`src/rtl/rx_to_mem.sv`:
```
// rx_to_mem: loads two row x column byte matrices (A then B) from a UART-style
// byte receiver into memory via registered write strobes, with an inter-byte
// timeout that aborts a stalled load.
module rx_to_mem #(
  parameter int unsigned row     = 2,
  parameter int unsigned column  = 2,
  parameter int unsigned TIMEOUT = 20_000_000
) (
  input  logic       clk,
  input  logic       rst,
  input  logic       start_load,
  input  logic       rx_status,
  input  logic [7:0] rx_byte,
  output logic       write_A,
  output logic       write_B,
  output logic [5:0] write_address,
  output logic [7:0] write_value,
  output logic       busy,
  output logic       load_done,
  output logic       timeout_err
);

  localparam int unsigned NELEM = row * column;
  localparam int unsigned CNT_W = (TIMEOUT > 1) ? $clog2(TIMEOUT) : 1;
  localparam logic [5:0]       LAST_IDX = 6'(NELEM - 1);
  localparam logic [CNT_W-1:0] CNT_LAST = CNT_W'(TIMEOUT - 1);

  localparam logic [1:0] S_IDLE   = 2'd0;
  localparam logic [1:0] S_RECV_A = 2'd1;
  localparam logic [1:0] S_RECV_B = 2'd2;
  localparam logic [1:0] S_DONE   = 2'd3;

  logic [2:0]       sync_q, sync_d;
  logic             acc_q, acc_d;
  logic [7:0]       byte_q, byte_d;
  logic [1:0]       state_q, state_d;
  logic [5:0]       idx_q, idx_d;
  logic [CNT_W-1:0] cnt_q, cnt_d;
  logic             write_a_q, write_a_d;
  logic             write_b_q, write_b_d;
  logic [5:0]       waddr_q, waddr_d;
  logic [7:0]       wval_q, wval_d;
  logic             busy_q, busy_d;
  logic             load_done_q, load_done_d;
  logic             terr_q, terr_d;
  logic             accept_c;
  logic             in_recv_c;

  assign accept_c  = sync_q[1] & ~sync_q[2];
  assign in_recv_c = (state_q == S_RECV_A) || (state_q == S_RECV_B);

  // Next-state, datapath and registered-output computation.
  always_comb begin
    sync_d      = {sync_q[1:0], rx_status};
    acc_d       = accept_c & in_recv_c;
    byte_d      = accept_c ? rx_byte : byte_q;
    state_d     = state_q;
    idx_d       = idx_q;
    cnt_d       = cnt_q;
    write_a_d   = 1'b0;
    write_b_d   = 1'b0;
    waddr_d     = waddr_q;
    wval_d      = wval_q;
    load_done_d = 1'b0;
    terr_d      = terr_q;

    case (state_q)
      S_IDLE: begin
        // Bytes seen here are dropped: acc_d is gated by in_recv_c.
        if (start_load) begin
          state_d = S_RECV_A;
          idx_d   = 6'd0;
          cnt_d   = '0;
          terr_d  = 1'b0;
        end
      end
      S_RECV_A, S_RECV_B: begin
        cnt_d = accept_c ? '0 : cnt_q + CNT_W'(1);
        if (acc_q) begin
          write_a_d = (state_q == S_RECV_A);
          write_b_d = (state_q == S_RECV_B);
          waddr_d   = idx_q;
          wval_d    = byte_q;
          if (idx_q == LAST_IDX) begin
            idx_d = 6'd0;
            if (state_q == S_RECV_A) begin
              state_d = S_RECV_B;
            end else begin
              state_d     = S_DONE;
              load_done_d = 1'b1;
            end
          end else begin
            idx_d = idx_q + 6'd1;
          end
        end else if (!accept_c && cnt_q == CNT_LAST) begin
          // An arriving byte takes priority over the timeout.
          state_d = S_IDLE;
          terr_d  = 1'b1;
        end
      end
      default: begin
        state_d = S_IDLE;
      end
    endcase

    busy_d = (state_d != S_IDLE);
  end

  // State and output registers, cleared asynchronously by rst low.
  always_ff @(posedge clk or negedge rst) begin
    if (!rst) begin
      sync_q      <= 3'd0;
      acc_q       <= 1'b0;
      byte_q      <= 8'd0;
      state_q     <= S_IDLE;
      idx_q       <= 6'd0;
      cnt_q       <= '0;
      write_a_q   <= 1'b0;
      write_b_q   <= 1'b0;
      waddr_q     <= 6'd0;
      wval_q      <= 8'd0;
      busy_q      <= 1'b0;
      load_done_q <= 1'b0;
      terr_q      <= 1'b0;
    end else begin
      sync_q      <= sync_d;
      acc_q       <= acc_d;
      byte_q      <= byte_d;
      state_q     <= state_d;
      idx_q       <= idx_d;
      cnt_q       <= cnt_d;
      write_a_q   <= write_a_d;
      write_b_q   <= write_b_d;
      waddr_q     <= waddr_d;
      wval_q      <= wval_d;
      busy_q      <= busy_d;
      load_done_q <= load_done_d;
      terr_q      <= terr_d;
    end
  end

  assign write_A       = write_a_q;
  assign write_B       = write_b_q;
  assign write_address = waddr_q;
  assign write_value   = wval_q;
  assign busy          = busy_q;
  assign load_done     = load_done_q;
  assign timeout_err   = terr_q;

endmodule

```
`config.mk`:
```
export PLATFORM = sky130hd
export DESIGN_NAME = rx_to_mem
export DESIGN_NICKNAME = d
export VERILOG_FILES = /design/src/rtl/rx_to_mem.sv
export SDC_FILE = /design/constraint.sdc
export NUM_CORES = 1
export LEC_CHECK = 0
export ABC_AREA = 1
export ABC_CLOCK_PERIOD_IN_PS = 2300
export BUFFER_PORTS_ARGS = -buffer_cell sky130_fd_sc_hd__buf_2
export CORE_UTILIZATION = 58
export CTS_CLUSTER_DIAMETER = 120
export CTS_CLUSTER_SIZE = 28
export DETAILED_ROUTE_END_ITERATION = 8
export GPL_TIMING_DRIVEN = 0
export MAX_ROUTING_LAYER = met4
export PLACE_DENSITY = 0.85
export SLEW_MARGIN = 5
export SYNTH_ARGS = -nofsm -noshare
export SYNTH_HDL_FRONTEND = slang
export SYNTH_SLANG_ARGS = --single-unit
```
`constraint.sdc`:
```
create_clock -name clk -period 2.3 [get_ports clk]
set_input_delay 0.345 -clock clk [delete_from_list [all_inputs] [get_ports clk]]
set_output_delay 0.345 -clock clk [all_outputs]
set_load 0.02 [all_outputs]
```
==> reports/summary.md <==
• finished, final reports clean — status
• 5 — number of iterations in the first detailed-routing pass
• 10670 um — first-pass GRT wire length
• 500.4 MHz — top achievable clock speed
• sky130_fd_sc_hd__nand2_1 (100), sky130_fd_sc_hd__dfrtp_1 (64), sky130_fd_sc_hd__nor2_1 (51), sky130_fd_sc_hd__inv_1 (43), sky130_fd_sc_hd__buf_2 (32) — commonest cells after routing, fill and taps aside
• 0 — number of antenna violations at the first check in global routing
• 383 — Synth Instances
• 301.5 ps — fin worst setup slack
• 0.005140 sq mm — core box area
• 1999 ps — shortest clock period the worst path allows after layout
• reg -> reg — Worst Setup Path Type
• 0 — number of pins exceeding their max-slew limit in the final report
• 26.54% — global-route usage over all layers
• 401 — Syn Nets
• 0.003343 sq mm — Cell Area, Placed
• 0 — number of failing setup endpoints in the final timing report
• 0 — post-detailed-route count of antenna-violating nets
• 26 — Cell Rows
• 1.776 nW — Lkg Pwr
• inv_1 -> ha_1 -> inv_2 -> a21oi_4 -> nor2_4 -> inv_4 -> o21ai_1 -> and2_1 -> a21oi_2 — cell-by-cell listing of the critical path
• done — clock tree from TritonCTS
• 0.003586 sq mm — final instance area
• 483 — count of placed standard cells including taps
• false — RSZ-0062 raised after global routing
• 10 — highest net fanout along the worst path
• 64 — post-synthesis sequential element count
• 8.102 sq um — average cell area after synthesis
• 9 — Inserted Clock Buffers
• 16.59% — layout cells sized above 1
• 0.7586 mV — peak supply drop
• state_q[1]$_DFF_PN0_ — origin of the critical flop-to-flop path
• 351.7 ps — worst slack, placed
• 0 — number of inserted diodes
• 420 ps — crit-path max cell delay
• 3 — H-tree Lvls
• 0 — total of cells resized after clock tree synthesis
• 0 — aggregate global routing overflow
• 65 — pin count of the biggest net entering global routing
• 340 ps — latest clock arrival within the worst-skew pair
• 0 — yosys synthesis warning count
• 9 — Register-to-Register Path Depth
• flop — crit end category
• 6259 um — DRT Wirelength
• 75.15 um — die height
• 0.8916 — last weighted congestion value of the routability-driven placer
• sky130_fd_sc_hd__dfrtp_1 — cell type of the slowest stage on the worst timing path
• state_q[1]$_DFF_PN0_ — start point of the critical path
• flop — element type at the critical path start
• 1064 mW/mm^2 — power density over the cells
• 0.003103 sq mm — post-synth design cell area
• 30 — number of port buffers
• cnt_q[7]$_DFFE_PN0P_ — worst reg2reg path endpoint
• 12.57 um — Avg WL per Cell
• 75.15 um — width of the die
• 64 — CTS Sinks
• 442 — post-layout net count
• 207 — count of routing violations after the opening detailed-route iteration
• 0 — max-cap check violation count
• 0 — post-CTS setup-driven buffer insertion count
• 4443 um — hpwl dp
• sky130_fd_sc_hd__clkbuf_8 — clock tree root driver cell
• 31 — count of distinct cell types in the synthesized netlist
• 300 ps — Register-to-Register Setup Slack
• 2570 ps — Worst EP required
• 69.77% — end-of-flow core utilization
• sky130_fd_sc_hd__nand2_1 — most common cell after layout, fill and taps aside
• 51.61% — share of the yosys chip area belonging to registers
• 60.37% — starting density of the core
• 0 — number of hold violations in the final report
• cnt_q[7]$_DFFE_PN0P_ — Critical Path End
• 2 — Clock Path Buffers
• 86.89% — final worst-path cycle share
• 0 — DRC violation count after routing
• 48.90% — worst slew margin relative to its limit
• 2604 — vias post-DR
• 31 — number of top-level pins
• 0.005647 sq mm — Total Die Area
• in -> async — Tightest Hold Check Type
• 15.56% — area growth from synthesis to layout
• 766.5 ps — slew at the pin with the worst max-slew slack
• 5.947 ps — clock skew after layout
• 2270 ps — data arrival at the endpoint of the critical path
• 2350 — vias in the first global route
• 0 — post-cts hold buffer count
• 0 ps — Total Negative Setup Slacks
• 498 — non-filler cells in the finished layout
• 70 ps — Reg clk slew, reported paths
• 5.229 — ratio of routed vias to standard cells
## through the flow
stage	power [W]	hold WS (ps)
2_1_floorplan	0.002302	49.41
5_1_grt	0.004042	98.04
4_1_cts	0.003828	99.97
3_3_place_gp	0.002605	333.6
3_5_place_dp	0.002650	356.2
6_report	0.003815	64.90
## layout make-up
class                   instances  area [sq um]
plain buffers                   5         22.52
repair buffers                 30         152.6
clock inverters                 5         105.1
multi-input cells             264          1286
flip-flops and latches         64          1602
inverters                      50         192.7
clock buffers                  10         137.6
well taps                      70         87.58
fillers                       426          1554
## power breakdown
group	internal, W	leakage, nW	switching [W]	total, W
Clock	0.000743	0.115	0.000429	0.00117
Sequential	0.00135	0.836	0.000131	0.00148
Combinational	0.000365	0.825	0.000796	0.00116
## flip-flops by register name, indices dropped and copies added (netlist names)
register       flops
sync_q             3
write_address      6
busy               1
write_value        8
load_done          1
state_q            2
acc_q              1
byte_q             8
cnt_q             25
write_B            1
idx_q              6
write_A            1
timeout_err        1
## worst min path at each step
stage                   startpoint                   end  slack (ps)  cells after the start
2_1_floorplan                  rst       acc_q$_DFF_PN0_          50                      0
3_3_place_gp   sync_q[0]$_DFF_PN0_   sync_q[1]$_DFF_PN0_         330                      0
3_5_place_dp   sync_q[0]$_DFF_PN0_   sync_q[1]$_DFF_PN0_         360                      0
4_1_cts                  rx_status   sync_q[0]$_DFF_PN0_         100                      1
5_1_grt                  rx_status   sync_q[0]$_DFF_PN0_         100                      1
6_report                       rst  cnt_q[0]$_DFFE_PN0P_          60                      1
## routing by layer
metal  GRT usage (%)  share of wire (%)  vias up
met1           35.74                 46     1203
met4           11.52                2.1        0
met5               -                  0        -
met3           6.292                5.9       13
met2           38.54                 46       85
li1                -                  -     1303
## critical path, delay by kind of cell, from the launching register on
family	cells	cell delay [ps]
AOI/OAI and AO/OA	3	480
and+or+nand+nor	2	280
adders and majority gates	1	420
DFF	1	420
buffers and inverters	3	330
## Yosys cell counts
| master | count | area, sq um |
|---|---|---|
| sky130_fd_sc_hd__a21oi_1 | 20 | 100.1 |
| sky130_fd_sc_hd__a21oi_2 | 2 | 17.52 |
| sky130_fd_sc_hd__a21oi_4 | 1 | 16.27 |
| sky130_fd_sc_hd__a31oi_1 | 3 | 18.77 |
| sky130_fd_sc_hd__and2_1 | 1 | 6.260 |
| sky130_fd_sc_hd__buf_2 | 3 | 15.01 |
| sky130_fd_sc_hd__clkbuf_1 | 2 | 7.510 |
| sky130_fd_sc_hd__dfrtp_1 | 64 | 1602 |
| sky130_fd_sc_hd__ha_1 | 6 | 75.07 |
| sky130_fd_sc_hd__inv_1 | 43 | 161.4 |
| sky130_fd_sc_hd__inv_2 | 5 | 18.77 |
| sky130_fd_sc_hd__inv_4 | 2 | 12.51 |
| sky130_fd_sc_hd__mux2_2 | 5 | 56.30 |
| sky130_fd_sc_hd__nand2_1 | 100 | 375.4 |
| sky130_fd_sc_hd__nand2_2 | 1 | 6.260 |
| sky130_fd_sc_hd__nand3_1 | 24 | 120.1 |
| sky130_fd_sc_hd__nand3b_1 | 1 | 7.510 |
| sky130_fd_sc_hd__nand4_1 | 8 | 50.05 |
| sky130_fd_sc_hd__nor2_1 | 51 | 191.4 |
| sky130_fd_sc_hd__nor2_2 | 4 | 25.02 |
| sky130_fd_sc_hd__nor2_4 | 1 | 11.26 |
| sky130_fd_sc_hd__nor3_1 | 8 | 40.04 |
| sky130_fd_sc_hd__nor3_2 | 1 | 10.01 |
| sky130_fd_sc_hd__nor3b_2 | 1 | 12.51 |
| sky130_fd_sc_hd__nor4_1 | 1 | 6.260 |
| sky130_fd_sc_hd__o21a_1 | 1 | 7.510 |
| sky130_fd_sc_hd__o21ai_0 | 11 | 55.05 |
| sky130_fd_sc_hd__o21ai_1 | 9 | 45.04 |
| sky130_fd_sc_hd__o22ai_1 | 1 | 6.260 |
| sky130_fd_sc_hd__xnor2_1 | 2 | 17.52 |
| sky130_fd_sc_hd__xor2_1 | 1 | 8.760 |
## kinds of logic after synthesis
family,synth area share [%]
flip-flops,51.61
XOR/XNOR,0.8469
adder cells (fa/ha/maj),2.419
AND/OR/NAND/NOR,27.78
multiplexers,1.814
AO/OA/AOI/OAI,8.589
buffers and inverters,6.935
(Power assumes the default switching activity.)
